### config.mk
export PLATFORM = sky130hd
export DESIGN_NAME = fetch_unit
export DESIGN_NICKNAME = d
export VERILOG_FILES = /design/src/rtl/fetch_unit_pkg.sv /design/src/rtl/fetch_skid_buf.sv /design/src/rtl/fetch_unit.sv
export SDC_FILE = /design/constraint.sdc
export NUM_CORES = 1
export LEC_CHECK = 0
export ABC_AREA = 1
export CAP_MARGIN = 0
export CORE_MARGIN = 2
export CORE_UTILIZATION = 56
export DETAILED_ROUTE_END_ITERATION = 8
export PLACE_DENSITY = 0.91
export SETUP_SLACK_MARGIN = 0.02
export SYNTH_ARGS = -nofsm -noshare
export SYNTH_HDL_FRONTEND = slang
export SYNTH_SLANG_ARGS = --single-unit
### constraint.sdc
create_clock -name clk -period 14.55 [get_ports clk]
set_input_delay 2.91 -clock clk [delete_from_list [all_inputs] [get_ports clk]]
set_output_delay 2.91 -clock clk [all_outputs]
set_load 0.01 [all_outputs]
### src/rtl/fetch_unit_pkg.sv
// fetch_unit_pkg: definitions shared by the fetch stage, the decode stage and
// the bench.
//   FETCH_XLEN      default datapath/address width
//   FETCH_RESET_PC  default PC loaded on reset
//   FETCH_NOP_INSTR bubble encoding (addi x0,x0,0) shown to decode when the
//                   output is not valid
//   fetch_state_e   fetch FSM states:
//                     ISSUE - a request may go out
//                     WAIT  - one live request is outstanding
//                     DROP  - one stale request is outstanding and its
//                             response must be discarded
package fetch_unit_pkg;

  localparam int          FETCH_XLEN      = 32;
  localparam logic [31:0] FETCH_RESET_PC  = 32'h0000_0000;
  localparam logic [31:0] FETCH_NOP_INSTR = 32'h0000_0013;

  typedef enum logic [1:0] {
    ISSUE = 2'd0,
    WAIT  = 2'd1,
    DROP  = 2'd2
  } fetch_state_e;

endpackage

### src/rtl/fetch_skid_buf.sv
// fetch_skid_buf: one-entry holding register of {instr, pc}. It parks a
// returning instruction while the consumer is stalled.
//   clk, rst          clock and asynchronous active-high reset
//   load              capture load_instr/load_pc and mark the entry full
//   drain             the consumer took the entry, so mark it empty
//   clear             flush; this wins over load and drain
//   full, instr, pc   entry state and contents
// The contents are meaningless while full=0, so clear and drain only drop
// the full flag.
module fetch_skid_buf #(
  parameter int XLEN = 32
) (
  input  logic            clk,
  input  logic            rst,
  input  logic            load,
  input  logic [31:0]     load_instr,
  input  logic [XLEN-1:0] load_pc,
  input  logic            drain,
  input  logic            clear,
  output logic            full,
  output logic [31:0]     instr,
  output logic [XLEN-1:0] pc
);

  always_ff @(posedge clk or posedge rst) begin
    if (rst) begin
      full  <= 1'b0;
      instr <= '0;
      pc    <= '0;
    end else if (clear) begin
      full  <= 1'b0;
    end else if (load) begin
      full  <= 1'b1;
      instr <= load_instr;
      pc    <= load_pc;
    end else if (drain) begin
      full  <= 1'b0;
    end
  end

endmodule

### src/rtl/fetch_unit.sv
// fetch_unit: instruction-fetch stage of the RV32 pipeline.
// It owns the PC and keeps at most one word request outstanding to
// instruction memory. It hands {instr, pc, valid} to decode through an
// output register. A one-entry skid buffer catches a response that returns
// while decode is stalled.
//   clk, rst                   clock and asynchronous active-high reset
//   imem_req, imem_addr        request strobe and word address; the strobe is
//                              combinational so that a reply can trigger the
//                              next request in the same cycle
//   imem_rdata, imem_valid     in-order response
//   stall_i                    decode cannot take a new instruction this cycle
//   redirect_i, redirect_pc_i  flush and restart at redirect_pc_i (bits [1:0]
//                              are dropped)
//   instr_decode, pc_decode,
//   valid_decode               registered output to decode; a bubble carries
//                              NOP_INSTR and pc 0
module fetch_unit
  import fetch_unit_pkg::*;
#(
  parameter int              XLEN      = FETCH_XLEN,
  parameter logic [XLEN-1:0] RESET_PC  = XLEN'(FETCH_RESET_PC),
  parameter logic [31:0]     NOP_INSTR = FETCH_NOP_INSTR
) (
  input  logic            clk,
  input  logic            rst,
  output logic            imem_req,
  output logic [XLEN-1:0] imem_addr,
  input  logic [31:0]     imem_rdata,
  input  logic            imem_valid,
  input  logic            stall_i,
  input  logic            redirect_i,
  input  logic [XLEN-1:0] redirect_pc_i,
  output logic [31:0]     instr_decode,
  output logic [XLEN-1:0] pc_decode,
  output logic            valid_decode
);

  localparam logic [XLEN-1:0] ALIGN_MASK = ~XLEN'(3);

  fetch_state_e    state_q, state_d;
  logic [XLEN-1:0] pc_q, pc_d;
  logic [31:0]     instr_q, instr_d;
  logic [XLEN-1:0] opc_q, opc_d;
  logic            vld_q, vld_d;

  logic            sb_load, sb_drain, sb_clear, sb_full;
  logic [31:0]     sb_instr;
  logic [XLEN-1:0] sb_pc;

  // A reply counts only for a live request. In DROP the reply belongs to a
  // flushed request. In ISSUE nothing is owed, so a reply is a protocol error.
  logic rsp;
  assign rsp = imem_valid && (state_q == WAIT);

  fetch_skid_buf #(.XLEN(XLEN)) u_skid (
    .clk        (clk),
    .rst        (rst),
    .load       (sb_load),
    .load_instr (imem_rdata),
    .load_pc    (pc_q),
    .drain      (sb_drain),
    .clear      (sb_clear),
    .full       (sb_full),
    .instr      (sb_instr),
    .pc         (sb_pc)
  );

  always_comb begin
    state_d   = state_q;
    pc_d      = pc_q;
    instr_d   = instr_q;
    opc_d     = opc_q;
    vld_d     = vld_q;
    sb_load   = 1'b0;
    sb_drain  = 1'b0;
    sb_clear  = 1'b0;
    imem_req  = 1'b0;
    imem_addr = pc_q;

    if (redirect_i) begin
      instr_d  = NOP_INSTR;
      opc_d    = '0;
      vld_d    = 1'b0;
      sb_clear = 1'b1;
      pc_d     = redirect_pc_i & ALIGN_MASK;
      // If a request is still owed, its reply must be swallowed before the
      // new target is fetched.
      if ((state_q == WAIT || state_q == DROP) && !imem_valid)
        state_d = DROP;
      else
        state_d = ISSUE;
    end else begin
      // The output register holds during a stall. Otherwise the parked entry
      // goes first. It cannot coincide with a reply because no request is
      // issued while the buffer is full.
      if (!stall_i) begin
        if (sb_full) begin
          instr_d  = sb_instr;
          opc_d    = sb_pc;
          vld_d    = 1'b1;
          sb_drain = 1'b1;
        end else if (rsp) begin
          instr_d  = imem_rdata;
          opc_d    = pc_q;
          vld_d    = 1'b1;
        end else begin
          instr_d  = NOP_INSTR;
          opc_d    = '0;
          vld_d    = 1'b0;
        end
      end else if (rsp && !sb_full) begin
        sb_load = 1'b1;
      end

      if (rsp) pc_d = pc_q + XLEN'(4);

      // A request goes out only if the skid buffer will be empty afterwards.
      // With stall_i low a full buffer drains this cycle, so stall_i alone
      // decides.
      case (state_q)
        ISSUE: begin
          if (!stall_i) begin
            imem_req = 1'b1;
            state_d  = WAIT;
          end
        end
        WAIT: begin
          if (imem_valid) begin
            if (!stall_i) begin
              imem_req  = 1'b1;     // back-to-back: fetch pc+4 now
              imem_addr = pc_d;
            end else begin
              state_d   = ISSUE;
            end
          end
        end
        DROP: begin
          if (imem_valid) state_d = ISSUE;
        end
        default: state_d = ISSUE;
      endcase
    end

    // A strobe must not leak out while the block is held in reset.
    if (rst) imem_req = 1'b0;
  end

  always_ff @(posedge clk or posedge rst) begin
    if (rst) begin
      state_q <= ISSUE;
      pc_q    <= RESET_PC & ALIGN_MASK;
      instr_q <= NOP_INSTR;
      opc_q   <= '0;
      vld_q   <= 1'b0;
    end else begin
      state_q <= state_d;
      pc_q    <= pc_d;
      instr_q <= instr_d;
      opc_q   <= opc_d;
      vld_q   <= vld_d;
    end
  end

  assign instr_decode = instr_q;
  assign pc_decode    = opc_q;
  assign valid_decode = vld_q;

endmodule

==> results of run 1 <==
## flip-flops by register name, indices dropped and copies added (netlist names)
signal / cells
instr_decode: 32
u_skid.instr: 32
pc_decode: 31
pc_q: 30
u_skid.pc: 30
state_q: 2
u_skid.full: 1
valid_decode: 1
## critical path: stages
cell                              delay (ps)
sky130_fd_sc_hd__clkdlybuf4s50_1         520
sky130_fd_sc_hd__nand2_2                 230
sky130_fd_sc_hd__inv_2                   280
sky130_fd_sc_hd__nand2_1                 380
sky130_fd_sc_hd__buf_4                   380
sky130_fd_sc_hd__nor2_1                  210
sky130_fd_sc_hd__nand2_1                  90
sky130_fd_sc_hd__xor2_1                  140
sky130_fd_sc_hd__inv_1                    50
sky130_fd_sc_hd__clkdlybuf4s50_1         530
## cells by family after synthesis
logic type                 count (synthesis)  synth area share (%)
AOI/OAI and AO/OA                        225                  16.5
xor gates and xnor gates                   8                 0.887
adders and majority gates                  5                 0.792
buffers and inverters                    127                  7.36
DFF                                      159                  50.4
other                                      1                0.0475
and+or+nand+nor                          431                  24.0
## where the power goes
group | leakage, uW | switching (uW) | internal, uW
registers | 0.00205 | 68.3 | 543
logic | 0.00215 | 170 | 125
clock network | 0.000285 | 176 | 272
total | 0.00448 | 415 | 940
## through the flow
step / hold WS (ps) / util [%] / power, uW / cell area [um2] / std cells
after floorplan: 442 / - / 796 / 7900 / 957
after global placement: 453 / 68.7 / 892 / 9500 / 1248
after detailed placement: 459 / 68.7 / 907 / 9500 / 1248
after CTS: 474 / 73.0 / 1360 / 10100 / 1280
after global routing: 494 / 73.0 / 1430 / 10100 / 1280
final: 475 / 73.0 / 1360 / 10100 / 1280
## cells in the final DEF, fill, tap and decap left out, types with 7 or more instances in the layout
cell type,n
sky130_fd_sc_hd__nand2_1,256
sky130_fd_sc_hd__clkdlybuf4s50_1,161
sky130_fd_sc_hd__dfrtp_1,155
sky130_fd_sc_hd__o21ai_0,91
sky130_fd_sc_hd__nand3_1,90
sky130_fd_sc_hd__inv_1,61
sky130_fd_sc_hd__a22oi_1,58
sky130_fd_sc_hd__nor2_1,46
sky130_fd_sc_hd__o21ai_1,45
sky130_fd_sc_hd__clkbuf_16,17
sky130_fd_sc_hd__a31oi_1,14
sky130_fd_sc_hd__buf_4,10
sky130_fd_sc_hd__a21oi_1,9
sky130_fd_sc_hd__nor2_2,8
sky130_fd_sc_hd__xor2_1,8
sky130_fd_sc_hd__o22ai_1,7
## layer usage
metal | wire length, um | vias to the layer above | GRT usage, % | share of wire (%)
met5 | 0 | - | 0 | 0
met4 | 347 | 0 | 8.98 | 1.6
met3 | 2070 | 29 | 8.09 | 9.6
met2 | 10300 | 378 | 46.1 | 48
met1 | 8900 | 3523 | 40.7 | 41
li1 | - | 3474 | - | -
## cell type report
class | instances | area (um2)
flip-flops and latches | 159 | 3980
fillers | 1023 | 3740
multi-input cells | 671 | 3340
repair buffers | 172 | 1690
clock buffers | 20 | 447
inverters | 66 | 253
well taps | 180 | 225
clock inverters | 12 | 143
## how the worst max path moves through the flow
stage	startpoint	to	slack, ps	cells after the start
after global placement	imem_valid	imem_addr[11]	6020	10
after floorplan	rst	instr_decode[10]	7350	1
after CTS	imem_valid	imem_addr[11]	5980	10
final	imem_valid	imem_addr[11]	5910	10
after global routing	imem_valid	imem_addr[11]	5790	10
after detailed placement	imem_valid	imem_addr[11]	5980	10
==> impl.org, run 1 <==
** Run status
- Result of the run :: completed

** Floorplanning
- Once the floorplan was initialized, standard cells occupied a little under three fifths of the core.
- Die extent in y :: about 120 um
- Overall die width :: about 120 um
- Area inside the core boundary :: about 14000 um2
- Die footprint :: ~15000 um2
- In this run the core area contains 43 standard-cell rows.
- I/O pin total :: ~170

** Power
- IR analysis of the VDD net gives a maximum drop of approximately 0.086 mV.
- Leakage dissipation :: between 0.004 and 0.005 uW
- Dividing total power by cell area gives a power density of 134 nW/um2.

** Global route
- Aggregate global routing overflow :: 0
- Maximum number of pins on one net before global-route repair :: about 100
- Antenna violations before repair :: 0
- Number of global-route vias before repair :: roughly 6900
- Global routing used 29.6% of the available tracks across all layers.
- The first global-routing pass estimated roughly 35000 um of wire.

** Yosys
- The synthesized design spends more area on one cell type than any other, namely sky130_fd_sc_hd__dfrtp_1.
- The most common cell in the synthesized netlist is sky130_fd_sc_hd__nand2_1.
- Of the post-synthesis cell area, the dominant cell type holds 49.4%.
- In this run, synthesis inferred 0 flip-flops with an integrated enable.
- The synthesized design contains about 160 register bits.
- Most frequent cells after synthesis :: sky130_fd_sc_hd__nand2_1, sky130_fd_sc_hd__dfrtp_1, sky130_fd_sc_hd__o21ai_0, sky130_fd_sc_hd__nand3_1, sky130_fd_sc_hd__inv_1
- A synthesized cell averages 8.26 um2.
- Most instantiated flip-flop cell in the synthesis netlist :: sky130_fd_sc_hd__dfrtp_1
- Counting every instance in the synthesized netlist gives ~960.
- The cell area that synthesis handed to floorplanning was between 7000 and 8000 um2.
- In the synthesized netlist the async set-or-reset flop fraction comes to between 90% and 100%.
- Top cells by area, synth :: sky130_fd_sc_hd__dfrtp_1, sky130_fd_sc_hd__nand2_1, sky130_fd_sc_hd__o21ai_0
- Unique masters post-synth :: 33
- After synthesis, flip-flops and latches occupy 50.4% of the total area.
- Yosys Warn Count :: 0

** Clocking
- CTS H-Tree Depth :: 4
- TritonCTS clock tree :: built
- After clock tree synthesis, the setup repair step added 0 buffers.
- Bufs on Longest Clock Path :: 2
- Clock-pin slew on the worst setup and hold paths :: roughly 60 ps
- Buffers inserted during clock tree synthesis total 17.
- Once the clock tree was built, the resizer swapped 0 gates to a different size.
- Master cell of the clock root buffer :: sky130_fd_sc_hd__clkbuf_16
- Total of hold buffers inserted after clock tree synthesis :: 0
- Later-pin clock latency in the skew report :: between 400 and 500 ps
- CTS saw 159 sinks.

** Route
- In the routed layout, each cell is associated on average with a via count of just under 6.
- Total vias in the final route :: around 7400
- The first routing iteration left ~800 violations.
- The count of nets left with antenna violations once routing finished came out at 0.
- For this run, design rule violations remaining after detail routing come to 0.
- For this block, the routed nets add up to ~22000 um of wire.
- Wire length per cell :: approximately 17 um
- Number of optimization iterations in the first detailed-route pass :: 6

** Placement
- Dpl hpwl :: approximately 14000 um
- Worst slack after detailed placement :: about 6000 ps
- In this run the tool buffered the top-level ports with between 150 and 200 buffer cells.
- Final weighted congestion of routability-driven global placement :: between 0.9 and 1

** Critical path
- In this run the worst path has a maximum fanout of 26.
- Data arrives at the worst endpoint at approximately 5700 ps.
- In this run the critical register-to-register path is launched from state_q[1].
- The worst register-to-register path has a setup slack of 11970 ps.
- Required time of the critical path :: ~12000 ps
- Reg-to-Reg End :: pc_decode[24]
- STA classifies the critical path endpoint as an output pin.
- Worst Reg-to-Reg Cells :: 7
- Crit start category :: input pin
- By startpoint and endpoint, the worst setup path is classified as in -> out.

** STA
- Max Clock Freq :: ~0.12 GHz
- Setup total negative slack on the finished layout was measured at 0 ps.
- RSZ-0062 raised after global routing :: false
- Of the available clock period, the critical path in the final layout requires 59.4%.
- For the pin with the worst max-slew slack, the measured transition is between 1000 and 1500 ps.
- Setup violations remaining at the end of the flow were counted as 0.
- The final-report hold violation count is 0.
- Setup Skew :: around 8 ps
- Number of max-slew violations in the final report :: 0
- Worst path setup slack after routing :: approximately 6000 ps
- Final critical-path required period :: between 8000 and 9000 ps
- Worst slew slack as a fraction of its limit :: a little over a quarter

** Hold path
- Worst hold-check path type :: reg -> reg
- The path with the worst hold slack has its endpoint at u_skid.instr[14].
- Counting instances, the worst hold path has a depth of 2.
- The startpoint identified for the worst hold timing path is u_skid.instr[14].

** Finish
- Compared with the post-synthesis result, the final layout area differs by 27.7%.
- Final antenna diode count :: 0
- Fraction of layout cells with a size suffix above 1 :: 6.91%
- Net total in the final layout :: 1161

** Flow run
- Across the run, the number of max-cap violations was 0.
(Power assumes the default switching activity.)
==> run 2: changes to the inputs <==
--- a/config.mk
+++ b/config.mk
@@ -8,9 +8,9 @@
 export ABC_AREA = 1
 export CAP_MARGIN = 0
 export CORE_MARGIN = 2
-export CORE_UTILIZATION = 56
+export CORE_UTILIZATION = 52
 export DETAILED_ROUTE_END_ITERATION = 8
-export PLACE_DENSITY = 0.91
+export PLACE_DENSITY = 0.85
 export SETUP_SLACK_MARGIN = 0.02
 export SYNTH_ARGS = -nofsm -noshare
 export SYNTH_HDL_FRONTEND = slang
==> constraint.sdc (replaced) <==
create_clock -name clk -period 9 [get_ports clk]
set_input_delay 1.8 -clock clk [delete_from_list [all_inputs] [get_ports clk]]
set_output_delay 1.8 -clock clk [all_outputs]
set_load 0.01 [all_outputs]
==> run 2 against run 1 <==
Effect of this change:
- hold slack worse by 1.3 ps
- clock skew about the same
- first-iteration DRC count down 13%
- critical path type unchanged
==> impl.org, run 2 (synthesized netlist as in run 1, its figures left out) <==
** STA
- Final number of setup-violating endpoints :: 0 (unchanged)
- Number of max-slew violations in the final report :: 0 (unchanged)
- Max Clock Freq :: 0.154 GHz
- Share of the clock period used by the worst path after layout :: between 70% and 80%
- Count of endpoints failing hold in the final timing report :: 0 (unchanged)
- Final critical-path required period :: between 6000 and 7000 ps
- Setup Skew :: 7.65 ps (-0.262 ps)
- Worst slew slack as a fraction of its limit :: 23.0% (-3.2 points)
- The minimum hold slack was 474 ps (-1.25 ps).
- Final total negative setup slack :: 0 ps (unchanged)
- The slew at the pin closest to its max-slew limit is 1150 ps (+47.9 ps).
- RSZ-0062 raised after global routing :: false

** Hold path
- Depth of the worst hold-timing path :: 2 (unchanged)
- The min-delay analysis places its worst path in the category reg -> reg.
- Start point of the worst min-delay path :: u_skid.instr[19]
- The worst hold path terminates at u_skid.instr[19].

** Placement
- The global placement routability congestion was 0.903 (-5.9%).
- The HPWL after detailed placement came to 14100 um (+3.2%).
- The total instance count after detailed placement is 1256 (+0.64%).
- IO Port Bufs :: 162 (unchanged)

** Finish
- The number of fillers in the final layout came to 1244 (+22%).
- Area growth from synthesis to layout :: 28.4%
- Fraction of layout cells with a size suffix above 1 :: 7.09% (+0.18 points)
- Cell Count, Final, Fillers Out :: 1288 (+0.63%)
- The library cell used most frequently in the layout, excluding fill and tap cells, is sky130_fd_sc_hd__nand2_1.
- The total number of nets in the final design came to 1161 (unchanged).
- Final antenna diode count :: 0 (unchanged)
- The top cell types in the final layout, fill and taps aside, are sky130_fd_sc_hd__nand2_1, sky130_fd_sc_hd__clkdlybuf4s50_1, sky130_fd_sc_hd__dfrtp_1, sky130_fd_sc_hd__o21ai_0, sky130_fd_sc_hd__nand3_1.
- The final design utilization is 67.5% (-5.5 points).

** Floorplanning
- Standard-cell rows :: 45 (+4.7%)
- Overall die width :: 127 um (+3.6%)
- The number of placed I/O pins came to 167 (unchanged).
- The die height was 127 um (+3.6%).
- The core region area came to 15000 um2 (+8.7%).
- Initial core utilization :: 52.6% (-4.6 points)
- Die footprint :: 16200 um2 (+7.4%)

** Critical path
- Worst Reg-to-Reg Cells :: 6 (-1)
- The signal arrival time at the worst endpoint is 4700 ps (-1030 ps).
- Crit start category :: input pin
- STA classifies the critical path endpoint as an output pin.
- Reg-to-Reg End :: u_skid.pc[30]
- The biggest fanout along the worst timing path was 22 (-15%).
- Required time of the critical path :: 7200 ps (-4440 ps)
- The startpoint identified for the worst register-to-register timing path is u_skid.full.
- The worst setup path is of the in -> out kind.
- The register-to-register path setup slack was 6220 ps (-5750 ps).

** Clocking
- Clock tree sinks :: 159 (unchanged)
- Later-pin clock latency in the skew report :: 420 ps (about the same)
- The maximum level of the CTS H-tree was 4 (unchanged).
- TritonCTS clock tree :: built
- The worst-case clock buffer depth was 2 (unchanged).
- Clock buffers created by TritonCTS :: 17 (unchanged)
- Total of hold buffers inserted after clock tree synthesis :: 0 (unchanged)
- Master cell of the clock root buffer :: sky130_fd_sc_hd__clkbuf_16
- Post-CTS Setup Bufs :: 0 (unchanged)
- Clock-pin slew on the worst setup and hold paths :: 60 ps (about the same)
- The number of instances resized during post-cts repair came to 0 (unchanged).

** Global route
- Maximum number of pins on one net before global-route repair :: 104 (unchanged)
- Most used routing layer in global routing :: met2
- The number of global-route vias before repair was 7136 (+3.7%).
- Antenna violations before repair :: 0 (unchanged)
- The global route total overflow is 0 (unchanged).
- Met3 routing resource usage after global routing :: 6.37% (-1.7 points)
- The fraction of met1 tracks used by global routing came to 37.1% (-3.7 points).
- The wire length of the first global-routing pass is 35800 um (+3.2%).
- The aggregate global-route resource usage is 27.8% (-1.9 points).
- Global-route track usage on met2 :: 44.8% (-1.3 points)

** Route
- The number of remaining DRC errors was 0 (unchanged).
- The routed wirelength normalized by instance count was 17.0 um (+0.70%).
- The number of vias after detailed routing is 7394 (-0.14%).
- Number of optimization iterations in the first detailed-route pass :: 6 (unchanged)
- The number of routed nets with antenna violations is 0 (unchanged).
- The via density per instance is 5.74 (-0.76%).
- Wire length after detailed routing :: 21900 um (+1.3%)
- The number of DRC violations after detailed-routing iteration 0 is 701 (-13%).

** Power
- The register share of total power was 44.1% (-1.0 points).
- Net load switching power :: 678 uW (+63%)
- Total power draw :: 2240 uW (+65%)
- The relative contribution of the clock network to total power was 34.6% (+1.5 points).
- Areal power density over the cells :: 221 nW/um2 (+64%)
- The leakage power was 0.00450 uW (+0.46%).
- The total internal power came to 1560 uW (+66%).
- The share of total power consumed by net switching is 30.3% (-0.31 points).
- The maximum resistive drop on vdd is 0.146 mV (+69%).
- Part of the total power dissipated in combinational logic :: 21.2% (-0.6 points)

** Run status
- The run finished with clean final reports.

** Flow run
- Number of max-capacitance violations reported :: 0 (unchanged)
## run 2: changes by cell type in the layout (fill, tap and decap cells not counted)
| cell | before | now |
|---|---|---|
| sky130_fd_sc_hd__clkinv_2 | 6 | 3 |
| sky130_fd_sc_hd__clkbuf_1 | 2 | 0 |
| sky130_fd_sc_hd__inv_6 | 1 | 3 |
| sky130_fd_sc_hd__bufinv_16 | 3 | 4 |
| sky130_fd_sc_hd__clkbuf_8 | 1 | 2 |
| sky130_fd_sc_hd__clkinv_4 | 0 | 1 |
## run 2: stage by stage
stage	worst slack [ps]	instance area, um2
final	2500	10100
after global routing	2290	10100
after CTS	2530	10100
after detailed placement	2520	9510
after global placement	2590	9510
after floorplan	2910	7900
## run 2: cell type report
type	count	area (um2)	area share, %
timing repair buffer	172	1690	16.7
tap	188	235	2.32
clock buffer	19	453	4.46
clock inverter	13	184	1.81
inverter	66	253	2.49
sequential	159	3980	39.3
multi-input combinational	671	3340	33.0
## run 2: worst max path at each step
stage	start	endpoint	slack [ps]	cells past startpoint
final	imem_valid	imem_addr[11]	2500	10
after floorplan	rst	instr_decode[10]	2910	1
after detailed placement	imem_valid	imem_addr[11]	2520	10
after global routing	imem_valid	imem_addr[11]	2290	10
after global placement	imem_valid	imem_addr[11]	2590	10
after CTS	imem_valid	imem_addr[11]	2530	10
## run 2: power groups by stage
stage	sequential, uW	clock (uW)	combinational (uW)
floorplan	973	0	313
global placement	984	0	460
global route	1010	810	541
finish	987	775	475
CTS	983	784	478
detailed placement	993	0	476
## run 2: per-layer routing
metal | part of all wire, % | routed length, um | vias up
met5 | 0 | 0 | -
met4 | 2.3 | 512 | 0
met3 | 8.0 | 1750 | 40
met2 | 48 | 10500 | 329
met1 | 42 | 9150 | 3556
li1 | - | - | 3469
## run 2: critical path: stages
cell	delay (ps)
sky130_fd_sc_hd__clkdlybuf4s50_1	520
sky130_fd_sc_hd__nand2_2	230
sky130_fd_sc_hd__inv_2	290
sky130_fd_sc_hd__nand2_1	460
sky130_fd_sc_hd__buf_4	390
sky130_fd_sc_hd__nor2_1	190
sky130_fd_sc_hd__nand2_1	90
sky130_fd_sc_hd__xor2_1	150
sky130_fd_sc_hd__inv_1	60
sky130_fd_sc_hd__clkdlybuf4s50_1	520
==> run 3: changes to the inputs <==
==> constraint.sdc (replaced) <==
create_clock -name clk -period 6.7 [get_ports clk]
set_input_delay 1.34 -clock clk [delete_from_list [all_inputs] [get_ports clk]]
set_output_delay 1.34 -clock clk [all_outputs]
set_load 0.01 [all_outputs]
==> run 3 against run 2 <==
Effect of this change:
- via count is 0.32% lower
- die area stayed put
- clock skew is 2.4 ps lower
- highest routed layer unchanged
- cell area is 0.17% higher
- first-iteration DRC count is 10% lower
- power is 36% higher
- combinational power is 36% higher
- flip-flop and latch count stayed put
- critical endpoint is now imem_addr[13]
- cell count hardly changed
- wire length is 0.67% higher
- core utilization is 0.12 points higher
- sequential power is 35% higher
==> impl.org, run 3 (synthesized netlist as in run 1, its figures left out) <==
** Run status
- The flow ran to the end, and the final reports show no timing, DRC or antenna violations.

** Critical path
- Required time of the critical path :: 5360 ps (-1840 ps)
- The depth of the most critical reg-to-reg path came to 5 (-1).
- Reg-to-Reg Start :: u_skid.full
- The register-to-register path setup slack came to 4070 ps (-2150 ps).
- The signal arrival time at the worst endpoint was 3890 ps (-810 ps).
- Max Fanout on Critical Path :: 20 (-9.1%)
- Worst-path cell chain :: clkdlybuf4s50_1 > nand2_2 > inv_2 > nand2_1 > buf_4 > inv_1 > nand2_1 > xor2_1 > clkdlybuf4s50_1
- Type of element capturing the critical path :: output pin
- The slowest stage of the critical path belongs to the cell sky130_fd_sc_hd__clkdlybuf4s50_1.
- The endpoint identified for the worst register-to-register timing path is pc_decode[26].
- Worst Path Buf+Inv :: 5 (unchanged)
- CP delay by family, top :: buffers and inverters
- Worst setup path class :: in -> out
- The biggest cell delay along the critical path came to 590 ps (+70 ps).
- Crit start category :: input pin

** Floorplanning
- Area inside the core boundary :: 15000 um2 (unchanged)
- Die extent in y :: 127 um (unchanged)
- The number of placed I/O pins is 167 (unchanged).
- The initial core utilization came to 52.6% (unchanged).
- The number of standard-cell rows in the floorplan is 45 (unchanged).
- The area enclosed by the die boundary was 16200 um2 (unchanged).
- Overall die width :: 127 um (unchanged)

** Finish
- Net total in the final layout :: 1162 (+0.086%)
- The total non-filler cell area in the finished layout came to 10200 um2 (+0.17%).
- The count of inserted antenna diode cells was 0 (unchanged).
- The proportion of layout cells with a drive suffix above 1 came to 6.99% (-0.097 points).
- Top library cells by usage in the layout, fill and taps aside :: sky130_fd_sc_hd__nand2_1, sky130_fd_sc_hd__clkdlybuf4s50_1, sky130_fd_sc_hd__dfrtp_1, sky130_fd_sc_hd__o21ai_0, sky130_fd_sc_hd__nand3_1
- From synthesis to final layout, the design area changed by 28.6%.
- The number of fillers in the final layout came to 1197 (-3.8%).
- Leaving out fill and tap cells, the most frequent cell in the layout is sky130_fd_sc_hd__nand2_1.

** STA
- Share of the clock period used by the worst path after layout :: approximately four fifths
- The setup clock skew after layout is 5.20 ps (-2.45 ps).
- For this run, the top clock speed supported by timing is 0.191 GHz.
- The minimum hold slack was 475 ps (+0.961 ps).
- Final critical-path required period :: between 5000 and 6000 ps
- Setup repair after global routing left no endpoint under its margin.
- The final max-slew violation count came to 0 (unchanged).
- Worst slew slack as a fraction of its limit :: 27.8% (+4.8 points)
- Final number of setup-violating endpoints :: 0 (unchanged)
- The slew at the pin closest to its max-slew limit was 1080 ps (-72.0 ps).
- Final total negative setup slack :: 0 ps (unchanged)
- Count of endpoints failing hold in the final timing report :: 0 (unchanged)
- Worst path setup slack after routing :: 1470 ps (-1020 ps)

** Power
- The maximum resistive drop on vdd came to 0.193 mV (+33%).
- The relative contribution of the clock network to total power is 34.9% (+0.3 points).
- Leakage dissipation :: 0.00452 uW (+0.34%)
- Sequential cell fraction of total power :: 43.8% (-0.3 points)
- Switch share :: 29.8% (-0.52 points)
- The power density over the cells came to 299 nW/um2 (+35%).
- The total internal power was 2130 uW (+37%).
- Net load switching power :: 904 uW (+33%)
- The power after layout is 3030 uW (+36%).
- The power share of the combinational group came to 21.3% (about the same).

** Hold path
- The number of cells on the worst hold path was 2 (unchanged).
- Worst hold path endpoint :: u_skid.instr[8]
- In this run the most critical hold path is launched from u_skid.instr[8].
- The min-delay analysis places its worst path in the category reg -> reg.

** Clocking
- Total of hold buffers inserted after clock tree synthesis :: 0 (unchanged)
- The post-CTS clock slew at the launch and capture registers of the worst setup and hold paths came to 60 ps (about the same).
- CTS placed an instance of sky130_fd_sc_hd__clkbuf_16 at the clock tree root.
- TritonCTS clock tree :: built
- The worst-case clock buffer depth is 2 (unchanged).
- Clock tree sinks :: 159 (unchanged)
- The total setup buffers inserted after CTS is 0 (unchanged).
- Post-cts gate resize count :: 0 (unchanged)
- Later-pin clock latency in the skew report :: 420 ps (about the same)
- CTS H-Tree Depth :: 4 (unchanged)
- Clock buffers created by TritonCTS :: 17 (unchanged)

** Route
- The number of DRC violations after detailed-routing iteration 0 is 631 (-10%).
- The wire length reported by the detailed router is 22100 um (+0.67%).
- The number of vias after detailed routing was 7370 (-0.32%).
- The number of search-and-repair iterations in the first detailed-routing pass is 5 (-1).
- Remaining DRCs :: 0 (unchanged)
- The routed wirelength normalized by instance count is 17.1 um (+0.59%).
- The via density per instance is 5.72 (-0.40%).
- The number of routed nets with antenna violations came to 0 (unchanged).

** Placement
- The quantity of I/O buffers inserted on ports is 162 (unchanged).
- Final weighted congestion of routability-driven global placement :: 0.954 (+5.6%)
- The post-place setup slack is 1530 ps (-997 ps).
- Total cell area at the placement stage :: 9520 um2 (about the same)
- The HPWL after detailed placement was 14000 um (-0.64%).

** Flow run
- The max-cap check violation count was 0 (unchanged).

** Global route
- The wire length of the first global-routing pass came to 36000 um (+0.69%).
- Number of global-route vias before repair :: 7138 (+0.028%)
- Maximum number of pins on one net before global-route repair :: 108 (+3.8%)
- Antenna violations before repair :: 0 (unchanged)
- The aggregate global-route resource usage came to 28.0% (+0.25 points).
- Aggregate global routing overflow :: 0 (unchanged)
==> run 3: tightest hold or removal path, cell delays in order (launching register included) <==
cell and delay [ps]:
sky130_fd_sc_hd__dfrtp_1 340, sky130_fd_sc_hd__nand2_1 50, sky130_fd_sc_hd__nand2_1 50
==> run 3: metal layers <==
| metal | vias to the layer above | GRT usage (%) | share of wire (%) |
|---|---|---|---|
| li1 | 3473 | - | - |
| met4 | 0 | 11.4 | 2.7 |
| met1 | 3529 | 37.1 | 42 |
| met2 | 323 | 44.0 | 47 |
| met3 | 45 | 7.83 | 8.3 |
| met5 | - | 0 | 0 |
==> run 3: area by class of cell <==
type	instances	area (um2)	area share [%]
clock inverter	11	186	1.83
tap	188	235	2.31
timing repair buffer	173	1700	16.7
inverter	66	253	2.49
clock buffer	21	460	4.53
multi-input combinational	671	3340	32.9
sequential	159	3980	39.2
==> run 3: power groups by stage <==
stage                     sequential, uW  combinational (uW)  clock, uW
after global placement              1320                 618          0
after global routing                1350                 728       1120
after floorplan                     1310                 421          0
after detailed placement            1340                 643          0
final                               1330                 646       1060
after CTS                           1320                 648       1070
==> run 3: how the worst max path moves through the flow <==
stage / from / endpoint / slack, ps / depth (start not counted)
finish: imem_valid / imem_addr[13] / 1470 / 9
detailed placement: imem_valid / imem_addr[13] / 1530 / 9
floorplan: rst / instr_decode[10] / 1070 / 1
CTS: imem_valid / imem_addr[13] / 1540 / 9
global route: imem_valid / imem_addr[13] / 1340 / 9
global placement: imem_valid / imem_addr[13] / 1560 / 9
==> run 3: per-stage QoR <==
step / cells / utilization [%]
5_1_grt: 1289 / 67.6
3_3_place_gp: 1257 / 63.3
4_1_cts: 1289 / 67.6
3_5_place_dp: 1257 / 63.3
6_report: 1289 / 67.6
2_1_floorplan: 957 / -
